===== src/rtl/seg7_scan_driver.sv =====
// Eight-digit common-anode 7-segment scan driver.
// Data is loaded into a shadow set and committed to the active set only at a
// frame boundary, so a frame is never drawn with a mix of old and new digits.
module seg7_scan_driver #(
  parameter int unsigned DIGIT_CYCLES = 100000
) (
  input  logic        CLK100MHZ,
  input  logic        CPU_RESETN,
  input  logic [31:0] disp_value,
  input  logic [7:0]  disp_blank,
  input  logic [7:0]  disp_dp,
  input  logic        disp_load,
  output logic        disp_pending,
  output logic        frame_tick,
  output logic [7:0]  an,
  output logic [6:0]  seg,
  output logic        dp
);

  localparam int unsigned PW = (DIGIT_CYCLES > 2) ? $clog2(DIGIT_CYCLES) : 1;
  localparam logic [PW-1:0] TC_VAL = PW'(DIGIT_CYCLES - 1);

  logic [PW-1:0] presc;
  logic [2:0]    idx;
  logic [31:0]   sh_value, act_value;
  logic [7:0]    sh_blank, act_blank;
  logic [7:0]    sh_dp, act_dp;

  logic          tc, fb;
  logic [7:0]    an_nxt;
  logic [6:0]    seg_nxt;
  logic          dp_nxt;

  // Active-low hex font, {g,f,e,d,c,b,a}.
  function automatic logic [6:0] font(input logic [3:0] n);
    case (n)
      4'h0:    font = 7'h40;
      4'h1:    font = 7'h79;
      4'h2:    font = 7'h24;
      4'h3:    font = 7'h30;
      4'h4:    font = 7'h19;
      4'h5:    font = 7'h12;
      4'h6:    font = 7'h02;
      4'h7:    font = 7'h78;
      4'h8:    font = 7'h00;
      4'h9:    font = 7'h10;
      4'hA:    font = 7'h08;
      4'hB:    font = 7'h03;
      4'hC:    font = 7'h46;
      4'hD:    font = 7'h21;
      4'hE:    font = 7'h06;
      default: font = 7'h0E;
    endcase
  endfunction

  assign tc = (presc == TC_VAL);
  assign fb = tc && (idx == 3'd7);

  // Digit currently selected by idx, decoded from the active set.
  always_comb begin
    an_nxt  = '1;
    seg_nxt = '1;
    dp_nxt  = 1'b1;
    if (!act_blank[idx]) begin
      an_nxt  = ~(8'b1 << idx);
      seg_nxt = font(act_value[{idx, 2'b00} +: 4]);
      dp_nxt  = ~act_dp[idx];
    end
  end

  // Prescaler and digit index.
  always_ff @(posedge CLK100MHZ or negedge CPU_RESETN) begin
    if (!CPU_RESETN) begin
      presc <= '0;
      idx   <= '0;
    end else if (tc) begin
      presc <= '0;
      idx   <= idx + 3'd1;
    end else begin
      presc <= presc + PW'(1);
    end
  end

  // Shadow/active double buffer; a load on the boundary cycle bypasses the
  // shadow so it is shown in the very next frame and never reads as pending.
  always_ff @(posedge CLK100MHZ or negedge CPU_RESETN) begin
    if (!CPU_RESETN) begin
      sh_value     <= '0;
      sh_blank     <= '1;
      sh_dp        <= '0;
      act_value    <= '0;
      act_blank    <= '1;
      act_dp       <= '0;
      disp_pending <= 1'b0;
    end else begin
      if (disp_load) begin
        sh_value <= disp_value;
        sh_blank <= disp_blank;
        sh_dp    <= disp_dp;
      end
      if (fb) begin
        act_value    <= disp_load ? disp_value : sh_value;
        act_blank    <= disp_load ? disp_blank : sh_blank;
        act_dp       <= disp_load ? disp_dp    : sh_dp;
        disp_pending <= 1'b0;
      end else if (disp_load) begin
        disp_pending <= 1'b1;
      end
    end
  end

  // Registered display outputs and frame pulse; an and seg change on the same edge.
  always_ff @(posedge CLK100MHZ or negedge CPU_RESETN) begin
    if (!CPU_RESETN) begin
      an         <= '1;
      seg        <= '1;
      dp         <= 1'b1;
      frame_tick <= 1'b0;
    end else begin
      an         <= an_nxt;
      seg        <= seg_nxt;
      dp         <= dp_nxt;
      frame_tick <= fb;
    end
  end

endmodule

===== config.mk =====
export PLATFORM = sky130hd
export DESIGN_NAME = seg7_scan_driver
export DESIGN_NICKNAME = d
export VERILOG_FILES = /design/src/rtl/seg7_scan_driver.sv
export SDC_FILE = /design/constraint.sdc
export NUM_CORES = 1
export LEC_CHECK = 0
export ABC_AREA = 1
export CORE_MARGIN = 1.5
export CORE_UTILIZATION = 36
export DETAILED_ROUTE_END_ITERATION = 12
export SETUP_SLACK_MARGIN = 0.5
export SYNTH_ARGS = -nofsm -noshare
export SYNTH_HDL_FRONTEND = slang
export SYNTH_SLANG_ARGS = --single-unit

===== constraint.sdc =====
create_clock -name CLK100MHZ -period 2.2 [get_ports CLK100MHZ]
set_input_delay 0.22 -clock CLK100MHZ [delete_from_list [all_inputs] [get_ports CLK100MHZ]]
set_output_delay 0.22 -clock CLK100MHZ [all_outputs]
set_load 0.05 [all_outputs]

Word-level counts from Yosys, hierarchy flattened
Memory sizes are Yosys's and may differ from the RTL's.
Cells that the tools add are included.
{"block": "classes", "n_addsub": 2, "order_cmp": 1, "n_eq_ne": 2, "shift": 2, "n_mux": 13, "bitwise_logic": 2, "n_reduce_logical": 2}
{"cell": "two-way mux 32 bit", "n": 1}
{"cell": "variable part select 32 x 6 -> 4 bit", "n": 1}
{"cell": "two-way mux 8 bit", "n": 3}
{"cell": "adder 17 x 1 -> 17 bit, second input constant", "n": 1}
{"cell": "== test 17 bit, second input constant", "n": 1}
{"cell": "two-way mux 17 bit", "n": 1}
{"cell": "inverter 8 bit", "n": 1}
{"cell": "<< shifter 1 x 3 -> 8 bit, first input constant", "n": 1}
{"cell": "two-way mux 7 bit", "n": 1}
{"cell": "binary-select mux 1 bit (select 3 bit)", "n": 2}
{"cell": "two-way mux 1 bit", "n": 5}
{"cell": "less-than comparator 3 x 4 -> 1 bit, second input constant", "n": 1}
{"cell": "adder 3 x 1 -> 3 bit, second input constant", "n": 1}
{"cell": "== test 3 bit, second input constant", "n": 1}
{"cell": "nonzero test 2 bit", "n": 1}
{"cell": "logical AND 1 bit", "n": 1}
{"cell": "inverter 1 bit", "n": 1}
{"block": "word_totals", "register_bits": 134, "romBits": 112, "inputBits": 51, "out_inout_bits": 18, "wordCells": 38, "mem_count": 1}
{"name": "(name not given)", "words": 16, "word_bits": 7, "rd": 1, "rd_clocked_by_memory_dff": 0, "wr": 0, "line": "36", "source": "case (n)"}

Logic depth before layout (Yosys ltp)
Gate-level depths: netlist (run 1).
{"block": "depth", "depth_word": 4, "depth_mapped": 13, "depth_no_buf": 11}

Worst setup path before layout (run 1)
No wires, ideal clock.
{"block": "synth_timing", "path_type": "reg2reg", "start": "register idx[0]", "end": "register seg[3]", "setup_time_ns": 0.084, "t_arrival_ns": 1.875, "required_ns": 2.116, "path_slack_ns": 0.241, "stages_incl_launch_ff": 13, "n_path_buf": 1, "path_cell_list": "dfrtp_1 > inv_1 > buf_2 > nand2_1 > nand3_1 > nand2_1 > o21ai_0 > inv_1 > ha_1 > nand3_1 > nand2_1 > nand2_1 > nand3_1"}
{"block": "synth_between", "elab_chain_len": 3}
{"item": "start: declaration", "line": "24", "source": "logic [2:0] idx;"}
{"item": "start signal: assignment", "line": "78", "source": "idx <= idx + 3'd1;"}
{"item": "variable part select 32 x 6 -> 4 bit or binary-select mux 1 bit (select 3 bit) (tied branches)", "line": "66, 64"}
{"item": "memory (16 x 7 bit) or two-way mux 1 bit (tied branches)"}
{"item": "two-way mux 7 bit *", "line": "64", "source": "if (!act_blank[idx]) begin"}
{"item": "via seg_nxt[3]", "line": "31", "source": "logic [6:0] seg_nxt;"}
{"item": "end signal: assignment", "line": "121", "source": "seg <= seg_nxt;"}
{"item": "end: declaration", "line": "16", "source": "output logic [6:0] seg,"}
The timed path passes the listed nets; every way through them passes the cells marked *. The select of a mux whose other input is x is not followed.
A chain may end at the register's enable or synchronous reset.

Worst setup path after layout (run 1)
Ends and elaborated chain as after synthesis.

==> impl_metrics.tcl, run 1 <==
set metrics [dict create \
    core-area_um2 16500 \
    ff_latch_area_um2 3400 \
    arrival_ps 2090 \
    die-area_um2 17600 \
    antenna_cells 0 \
    wl_per_cell_um 13.8 \
    status "complete, no violations" \
    ys_types 32 \
    portBuffers 68 \
    skew_ps 11.3 \
    netlist_instances 723 \
    insertion_delay_ps 430 \
    synth-edff-count 0 \
    synth_top_family_by_area "simple AND/OR/NAND/NOR gates" \
    yosysMostFrequentCell "nand2_1" \
    cp-end-kind "flip-flop" \
    synthAdderAreaFrac_pct 2.68 \
    cp.required_ps 2550 \
    cpMaxStageDelayCell "dfrtp_2" \
    clock_power_share_pct 52.8 \
    rows 47 \
    r2r_slack_ps 460 \
    cts_buffers 17 \
    clock_path_buffers 2 \
    use_met3_pct 3.14 \
    wirelength_um 14600 \
    tightest_slew_ps 505 \
    grt_use_met1_pct 23.3 \
    synthTopCellsByCount "321 x nand2_1, 102 x dfrtp_1, 56 x inv_1" \
    hp-class "primary input to flip-flop" \
    setup_viol 0 \
    synth_area_leader_cell "dfrtp_1" \
    synth.net_count 787 \
    utilization_pct 50.8 \
    clkTransAtPathRegs_ps 60 \
    critical-path-max-stage-delay_ps 470 \
    max_slew_margin_pct 66.3 \
    powerDensity_nw_per_um2 723 \
    ios 69 \
    grt_util_met2_pct 26.2 \
    first_pass_iters 7 \
    cp_top_family "simple AND/OR/NAND/NOR gates" \
    p_sw_share_pct 20.7 \
    cts_tree "built" \
    synth-seq-cells 134 \
    grt.busiest_layer "met2" \
    htree_levels 4 \
    global_route.usage.total_pct 17.1 \
    leakagePower_nw 3.95 \
    fin_crit_ps 1740 \
    hpwl_um 9080 \
    yosys.area_share.simple_pct 28.9 \
    total_power_mw 6.06 \
    finalMaxSlewViolations 0 \
    finalSetupTns_ps 0 \
    fill_cells 1511 \
    yosysSeqAreaShare_pct 55.9 \
    fin_crit_sh_pct 79.1 \
    critPathMaxFanout 5 \
    critPathMostFrequentCell "nand2_1" \
    syn2layout_area_growth_pct 38.2 \
    p_sw_mw 1.25 \
    synthTopCellsByArea "dfrtp_1 42%, nand2_1 20%, dfstp_2 14%" \
    antenna_left 0 \
    antenna_found_initial 0 \
    cp_num_cells 12 \
    path_buf_inv 2 \
    worstPathCellList "buf_8 -> nor2_4 -> nor2_1 -> nand2_1 -> nand3_2 -> nand2_4 -> inv_4 -> ha_2 -> nand3_2 -> nand2_1 -> nand2_1 -> nand3_1" \
    grt_pass1_wl_um 23900 \
    yosys_warnings 0 \
    drtIter0Drc 219 \
    synth_area_um2 6070 \
    cap_viol_max_count 0 \
    globalplace.congestion 0.856 \
    reg2regPathDepth 12 \
    synth_xor_area_share_pct 1.44 \
    startpoint_type "flip-flop" \
    synth_compound_area_share_pct 4.45 \
    die_w_um 133 \
    combPwrFrac_pct 4.8 \
    grt_pass1_vias 4806 \
    initial_core_util_pct 36.7 \
    rsz0062_at_grt "yes" \
    multi_input_area_um2 2530 \
    async_reset_ff_share_pct 100 \
    nNetsFinal 891 \
    root_buffer "clkbuf_16" \
    overflow 0 \
    hold_depth 4 \
    muxShareOfSynthArea_pct 0 \
    pwr-share-seq_pct 42.5 \
    via_per_inst 4.60 \
    hold_viol_final 0 \
    dieHeight_um 133 \
    avgSynthCellArea_um2 8.39 \
    path_class "flip-flop to flip-flop" \
    timing.fmax_mhz 574 \
    intPower_mw 4.81 \
    grt_max_degree 77 \
    vias 4876 \
    ir_worst_vdd_mv 0.557 \
    yosysTopAreaCellShare_pct 42.1 \
    ys.flop_type "dfrtp_1" \
    clkSinkCount 134 \
    layout-drive-gt1-share_pct 22.4 \
    post-route-drc-count 0 \
]
per-stage QoR:
| stage | area (um2) | setup slack, ps | std cells | hold WS [ps] |
|---|---|---|---|---|
| floorplan | 6080 | 496 | 723 | -75.6 |
| global placement | 7020 | 279 | 997 | 266 |
| detailed placement | 7020 | 258 | 997 | 266 |
| CTS | 8000 | 471 | 1044 | 283 |
| global route | 8390 | 369 | 1060 | 317 |
| finish | 8390 | 459 | 1060 | 281 |
per-layer routing:
layer | vias up | wire [um]
met1 | 2299 | 6930
met2 | 104 | 6710
met3 | 32 | 528
met4 | 0 | 422
met5 | - | 0
li1 | 2441 | -
power by group through the flow:
stage	Sequential, mW	Clock [mW]	Combinational [mW]
CTS	2.57	3.26	0.299
global route	2.58	3.37	0.333
floorplan	2.61	0	0.109
global placement	2.61	0	0.295
finish	2.57	3.20	0.289
detailed placement	2.61	0	0.296
logic make-up after synthesis:
group / Yosys count
and+or+nand+nor: 431
DFF: 134
AOI/OAI and AO/OA: 46
buffers and inverters: 89
xor gates and xnor gates: 10
adders and majority gates: 13
layout make-up:
type | count | area share (%)
Sequential cell | 134 | 40.5
Inverter | 60 | 3.18
Tap cell | 220 | 3.28
Clock buffer | 21 | 5.73
Timing Repair inverter | 1 | 0.194
Timing Repair Buffer | 112 | 14.7
Clock inverter | 11 | 2.31
Multi-Input combinational cell | 501 | 30.2
what timing repair did:
item | 4_1_cts | 5_1_grt
setup buffers | 9 | 10
gates cloned | 5 | 6
pin swaps | 21 | 28
endpoints found under the hold margin | 102 | 0
hold buffers | 1 | 0
setup endpoints to repair | 78 | 67
gates resized for setup | 68 | 57
worst register-to-register path, cell delays in order (launching register included):
cell	delay, ps
dfrtp_2	470
buf_8	170
nor2_4	80
nor2_1	50
nand2_1	90
nand3_2	110
nand2_4	150
inv_4	60
ha_2	180
nand3_2	90
nand2_1	70
nand2_1	70
nand3_1	70
state kept, by name, indices dropped and copies added (netlist names):
| register | flops |
|---|---|
| presc | 17 |
| act_dp | 8 |
| seg | 7 |
| an | 8 |
| sh_value | 32 |
| idx | 3 |
| disp_pending | 1 |
| act_blank | 8 |
| frame_tick | 1 |
| dp | 1 |
| sh_dp | 8 |
| act_value | 32 |
| sh_blank | 8 |
layout by cell type (no fill, tap or decap), types with 3 or more instances in the layout:
master             n
inv_1             53
dlygate4sd2_1      9
ha_2               3
clkdlybuf4s15_1    9
nand2_2           17
ha_1               7
inv_2              3
buf_12             4
nor2_2             6
nand2_4            6
ha_4               3
nor2_1            35
xor2_1             9
nor2_4             6
bufinv_16          5
clkdlybuf4s50_1   48
buf_4             24
o21ai_2           10
o21ai_0           22
clkinvlp_4         4
dfstp_2           32
nand3_2           12
nand2_1          310
clkbuf_8           4
clkbuf_16         22
nand3_1           28
o21ai_1            7
nand4_1            6
buf_16             3
dfrtp_1          100
buf_6              6
path summary, 6_finish.rpt:
kind,endpoint,start
max in group asynchronous,sh_blank[2]$_DFF_PN1_,CPU_RESETN
worst min register to register,sh_dp[1]$_DFF_PN0_,sh_dp[1]$_DFF_PN0_
worst max register to register,seg[3]$_DFF_PN1_,idx[0]$_DFFE_PN0N_
worst max-delay path,seg[3]$_DFF_PN1_,idx[0]$_DFFE_PN0N_
worst min-delay path,sh_blank[7]$_DFF_PN1_,disp_load
min in group asynchronous,presc[9]$_DFF_PN0_,CPU_RESETN
(Power assumes the default switching activity.)
==> inputs of run 2 (changes only) <==
==> constraint.sdc (replaced) <==
create_clock -name CLK100MHZ -period 1.7 [get_ports CLK100MHZ]
set_input_delay 0.17 -clock CLK100MHZ [delete_from_list [all_inputs] [get_ports CLK100MHZ]]
set_output_delay 0.17 -clock CLK100MHZ [all_outputs]
set_load 0.05 [all_outputs]
==> run 2 against run 1 <==
Largest power group is now sequential cells. Critical path type unchanged. Sequential cell count stayed put. Largest cell class unchanged. Via count is 1.1% lower. Design area is 3.0% higher. Clock skew is 4.2 ps lower. Sequential power is 30% higher. Highest routed layer unchanged.
==> impl_metrics.tcl, run 2 (same netlist as run 1, synthesis figures left out) <==
set metrics [dict create \
    cp-end-kind "flip-flop" \
    total_power_mw 6.95 \
    global_route.usage.total_pct 16.5 \
    p_sw_share_pct 22.3 \
    portBuffers 68 \
    vias 4821 \
    clock_path_buffers 2 \
    core-area_um2 16500 \
    antenna_cells 0 \
    grt_pass1_wl_um 23100 \
    insertion_delay_ps 420 \
    final_cells 1078 \
    cts_tree "built" \
    setup_viol 0 \
    drtIter0Drc 199 \
    rows 47 \
    die-area_um2 17600 \
    cts_buffers 17 \
    clkTransAtPathRegs_ps 60 \
    max_slew_margin_pct 67.5 \
    reg2regPathDepth 10 \
    die_w_um 133 \
    fin_crit_ps 1650 \
    dieHeight_um 133 \
    root_buffer "clkbuf_16" \
    top_regs "act_value x32, sh_value x32, presc x17" \
    syn2layout_area_growth_pct 42.4 \
    timing.fmax_mhz 608 \
    hold_depth 4 \
    final_cell_mix "296 x nand2_1, 99 x dfrtp_1, 50 x inv_1" \
    htree_levels 4 \
    cap_viol_max_count 0 \
    cpMaxStageDelayCell "dfrtp_2" \
    cp.required_ps 2040 \
    tightest_slew_ps 487 \
    final_common_cell "nand2_1" \
    wl_per_cell_um 13.1 \
    rsz0062_at_grt "yes" \
    hpwl_um 9270 \
    arrival_ps 1990 \
    powerDensity_nw_per_um2 804 \
    fin_crit_sh_pct 96.8 \
    hold_viol_final 0 \
    grt_max_degree 50 \
    via_per_inst 4.47 \
    clkSinkCount 134 \
    grt_pass1_vias 4811 \
    critical-path-max-stage-delay_ps 450 \
    intPower_mw 5.40 \
    pwr-share-seq_pct 47.9 \
    initial_core_util_pct 36.7 \
    clock_power_share_pct 46.6 \
    wirelength_um 14100 \
    leakagePower_nw 4.05 \
    globalplace.congestion 0.869 \
    post-route-drc-count 0 \
    ir_worst_vdd_mv 0.709 \
    finalMaxSlewViolations 0 \
    first_pass_iters 5 \
    layout-drive-gt1-share_pct 30.5 \
    antenna_left 0 \
    hp-class "primary input to flip-flop" \
    critPathMaxFanout 8 \
    startpoint_type "flip-flop" \
    overflow 0 \
    nNetsFinal 909 \
    skew_ps 7.05 \
    status "complete, no violations" \
    worstPathCellList "buf_6 -> nand2_2 -> nand3_2 -> nand2_2 -> o21ai_4 -> ha_4 -> nand3_2 -> nor2_1 -> nor2_1 -> nand2_1" \
    path_class "flip-flop to flip-flop" \
    ios 69 \
    combPwrFrac_pct 5.4 \
    post-place-cells 1016 \
    antenna_found_initial 0 \
    p_sw_mw 1.55 \
]
-- run 2: changes by cell type in the layout (fill, tap and decap cells not counted), moves of 9 or more --
| cell | previous run | this run |
|---|---|---|
| buf_6 | 6 | 23 |
| buf_8 | 2 | 15 |
| dlygate4sd2_1 | 9 | 0 |
| nand2_1 | 310 | 296 |
| o21ai_0 | 22 | 2 |
| o21ai_1 | 7 | 23 |
| clkdlybuf4s15_1 | 9 | 0 |
| nand2_2 | 17 | 28 |
-- run 2: power by group through the flow --
stage          Sequential, mW  Combinational, mW  Clock, mW
6_report                 3.33              0.378       3.24
2_1_floorplan            3.38              0.141          0
5_1_grt                  3.34              0.432       3.44
3_3_place_gp             3.38              0.384          0
3_5_place_dp             3.38              0.386          0
4_1_cts                  3.33              0.391       3.30
-- run 2: worst paths after layout --
| check | start | to | slack (ps) |
|---|---|---|---|
| max reg2reg | idx[0]$_DFFE_PN0N_ | seg[1]$_DFF_PN1_ | 50 |
| min in group asynchronous | CPU_RESETN | sh_value[10]$_DFF_PN0_ | 270 |
| max | idx[0]$_DFFE_PN0N_ | seg[1]$_DFF_PN1_ | 50 |
| min reg2reg | sh_value[0]$_DFF_PN0_ | sh_value[0]$_DFF_PN0_ | 470 |
| min | disp_load | sh_blank[1]$_DFF_PN1_ | 200 |
| max in group asynchronous | CPU_RESETN | act_blank[7]$_DFFE_PN1P_ | 800 |
-- run 2: metal layers --
metal | global-route usage (%) | vias to the layer above | part of all wire [%]
met5 | 0 | - | 0
met4 | 6.17 | 0 | 1.7
met3 | 3.91 | 18 | 3.0
met2 | 27.5 | 71 | 50
met1 | 20.9 | 2252 | 46
li1 | - | 2480 | -
-- run 2: what timing repair did --
item / 4_1_cts / 5_1_grt
buffers inserted: 20 / 7
pin swaps: 38 / 23
endpoints found under the setup margin: 101 / 101
resized for setup: 119 / 49
cloned: 1 / 1
hold buffers: 1 / 0
endpoints found under the hold margin: 16 / 0
-- run 2: critical path: cells and delay by family, from the launching register on --
kind / cells / cell delay (ps)
AND/OR/NAND/NOR: 7 / 470
flip-flops: 1 / 450
AO/OA/AOI/OAI: 1 / 250
adder cells (fa/ha/maj): 1 / 250
buffers and inverters: 1 / 150
-- run 2: metrics by stage --
stage / cell area (um2) / util, % / TNS, ps / hold WS [ps] / setup WS [ps]
final: 8640 / 52.3 / 0 / 203 / 54.6
after CTS: 8350 / 50.5 / 0 / 194 / 93.2
after detailed placement: 7250 / 43.9 / -43.5 / 165 / -30.9
after global routing: 8640 / 52.3 / -178 / 226 / -45.9
after global placement: 7250 / 43.9 / 0 / 166 / 13.4
after floorplan: 6210 / - / 0 / -126 / 73.7
-- run 2: layout make-up --
type | instances | area, um2
Inverter | 60 | 253
Tap cell | 220 | 275
Multi-Input combinational cell | 500 | 2750
Clock inverter | 9 | 53.8
Fill cell | 1481 | 7880
Sequential cell | 134 | 3400
Timing Repair Buffer | 132 | 1450
Clock buffer | 23 | 468
==> inputs of run 3 (changes only) <==
--- a/config.mk
+++ b/config.mk
@@ -9,6 +9,7 @@
 export CORE_MARGIN = 1.5
 export CORE_UTILIZATION = 36
 export DETAILED_ROUTE_END_ITERATION = 12
+export PLACE_DENSITY = 0.55
 export SETUP_SLACK_MARGIN = 0.5
 export SYNTH_ARGS = -nofsm -noshare
 export SYNTH_HDL_FRONTEND = slang
==> run 3 against run 2 <==
Combinational power rose by 6.6%. Design area rose by 10%. Sequential cell count did not move. Die area did not move. Largest cell class unchanged. Utilization rose by 5.2 points. Critical path type unchanged.
==> impl_metrics.tcl, run 3 (same netlist as run 1, synthesis figures left out) <==
set metrics [dict create \
    post-route-drc-count 0 \
    final_common_cell "nand2_1" \
    layout-drive-gt1-share_pct 40.3 \
    drtIter0Drc 260 \
    overflow 0 \
    skew_ps 10.4 \
    htree_levels 4 \
    final_cells 1103 \
    fin_crit_ps 1690 \
    finalMaxSlewViolations 0 \
    leakagePower_nw 4.55 \
    first_pass_iters 4 \
    timing.fmax_mhz 590 \
    ir_worst_vdd_mv 0.605 \
    rows 47 \
    grt_pass1_vias 5078 \
    hold_viol_final 0 \
    wirelength_um 16000 \
    cp-end-kind "flip-flop" \
    clkTransAtPathRegs_ps 60 \
    post-place-cells 1018 \
    path_class "flip-flop to flip-flop" \
    tightest_slew_ps 476 \
    dieHeight_um 133 \
    grt_util_met2_pct 29.2 \
    antenna_found_initial 0 \
    ios 69 \
    die-area_um2 17600 \
    grt_pass1_wl_um 25000 \
    r2r_slack_ps 5 \
    cts_tree "built" \
    core-area_um2 16500 \
    final_cell_mix "237 x nand2_1, 101 x dfrtp_1, 59 x nand2_2" \
    clock_path_buffers 2 \
    fin_crit_sh_pct 99.7 \
    rsz0062_at_grt "yes" \
    arrival_ps 2060 \
    globalplace.congestion 0.807 \
    total_power_mw 7.67 \
    cts_buffers 17 \
    top_regs "act_value x32, sh_value x32, presc x17" \
    cp.required_ps 2060 \
    startpoint_type "flip-flop" \
    syn2layout_area_growth_pct 56.7 \
    setup_viol 0 \
    die_w_um 133 \
    antenna_cells 0 \
    nNetsFinal 934 \
    use_met3_pct 3.83 \
    insertion_delay_ps 430 \
    initial_core_util_pct 36.7 \
    critPathMaxFanout 7 \
    portBuffers 68 \
    grt_use_met1_pct 23.2 \
    powerDensity_nw_per_um2 806 \
    via_per_inst 4.62 \
    max_slew_margin_pct 68.2 \
    wl_per_cell_um 14.5 \
    hp-class "primary input to flip-flop" \
    antenna_left 0 \
    grt.busiest_layer "met2" \
    cap_viol_max_count 0 \
    hpwl_um 9670 \
    grt_max_degree 84 \
    global_route.usage.total_pct 18.1 \
    root_buffer "clkbuf_16" \
    vias 5091 \
    status "complete, no violations" \
    clkSinkCount 134 \
]
-- run 3: stage by stage --
| step | worst slack, ps | setup TNS [ps] | area (um2) | hold WS, ps | utilization, % |
|---|---|---|---|---|---|
| 6_report | 5.34 | 0 | 9510 | 257 | 57.5 |
| 5_1_grt | -89.7 | -1280 | 9510 | 300 | 57.5 |
| 4_1_cts | 29.0 | 0 | 8640 | 234 | 52.3 |
| 3_5_place_dp | -61.3 | -258 | 7240 | 193 | 43.8 |
| 3_3_place_gp | -23.0 | -102 | 7240 | 193 | 43.8 |
| 2_1_floorplan | 73.7 | 0 | 6210 | -126 | - |
-- run 3: critical path: stages (launching register included) --
cell and delay, ps:
dfrtp_2 450, buf_6 170, nor2_4 130, nor2_2 40
nand2_1 70, nand3_2 90, nand2_4 140, inv_4 60
ha_4 180, nand3_2 70, nor2_2 40, nor2_2 110
nand2_1 70
-- run 3: worst paths after layout --
kind                            cells past startpoint               start                     end
min in group asynchronous                           3          CPU_RESETN  sh_value[27]$_DFF_PN0_
worst min register to register                      2  sh_dp[6]$_DFF_PN0_      sh_dp[6]$_DFF_PN0_
max in group asynchronous                           3          CPU_RESETN      idx[1]$_DFFE_PN0N_
worst min-delay path                                5           disp_load   sh_blank[5]$_DFF_PN1_
worst max-delay path                               12  idx[0]$_DFFE_PN0N_        seg[0]$_DFF_PN1_
worst max register to register                     12  idx[0]$_DFFE_PN0N_        seg[0]$_DFF_PN1_
-- run 3: power breakdown --
part	leakage [nW]	switching [mW]	internal, mW
clock	0.302	1.41	2.53
combinational	2.79	0.239	0.164
sequential	1.46	0.0253	3.31
total	4.55	1.67	6.00
-- run 3: area by class of cell --
type | instances | area, um2
clock buffer | 20 | 457
clock inverter | 12 | 175
fill | 1396 | 7020
inverter | 60 | 259
multi-input combinational | 500 | 3120
sequential | 134 | 3390
tap | 220 | 275
timing repair buffer | 155 | 1810
timing repair inverter | 2 | 22.5
-- run 3: repair_timing --
| item | 4_1_cts | 5_1_grt |
|---|---|---|
| setup endpoints to repair | 102 | 101 |
| hold endpoints to repair | 109 | 0 |
| setup buffers | 24 | 16 |
| hold buffers | 1 | 0 |
| cloned | 3 | 9 |
| gates resized for setup | 138 | 157 |
| pin swaps | 43 | 42 |
-- run 3: metal layers --
layer	routed length [um]	vias up	share of wire (%)
li1	-	2535	-
met2	8130	78	51
met4	315	0	2.0
met3	420	19	2.6
met1	7120	2459	45
met5	0	-	0
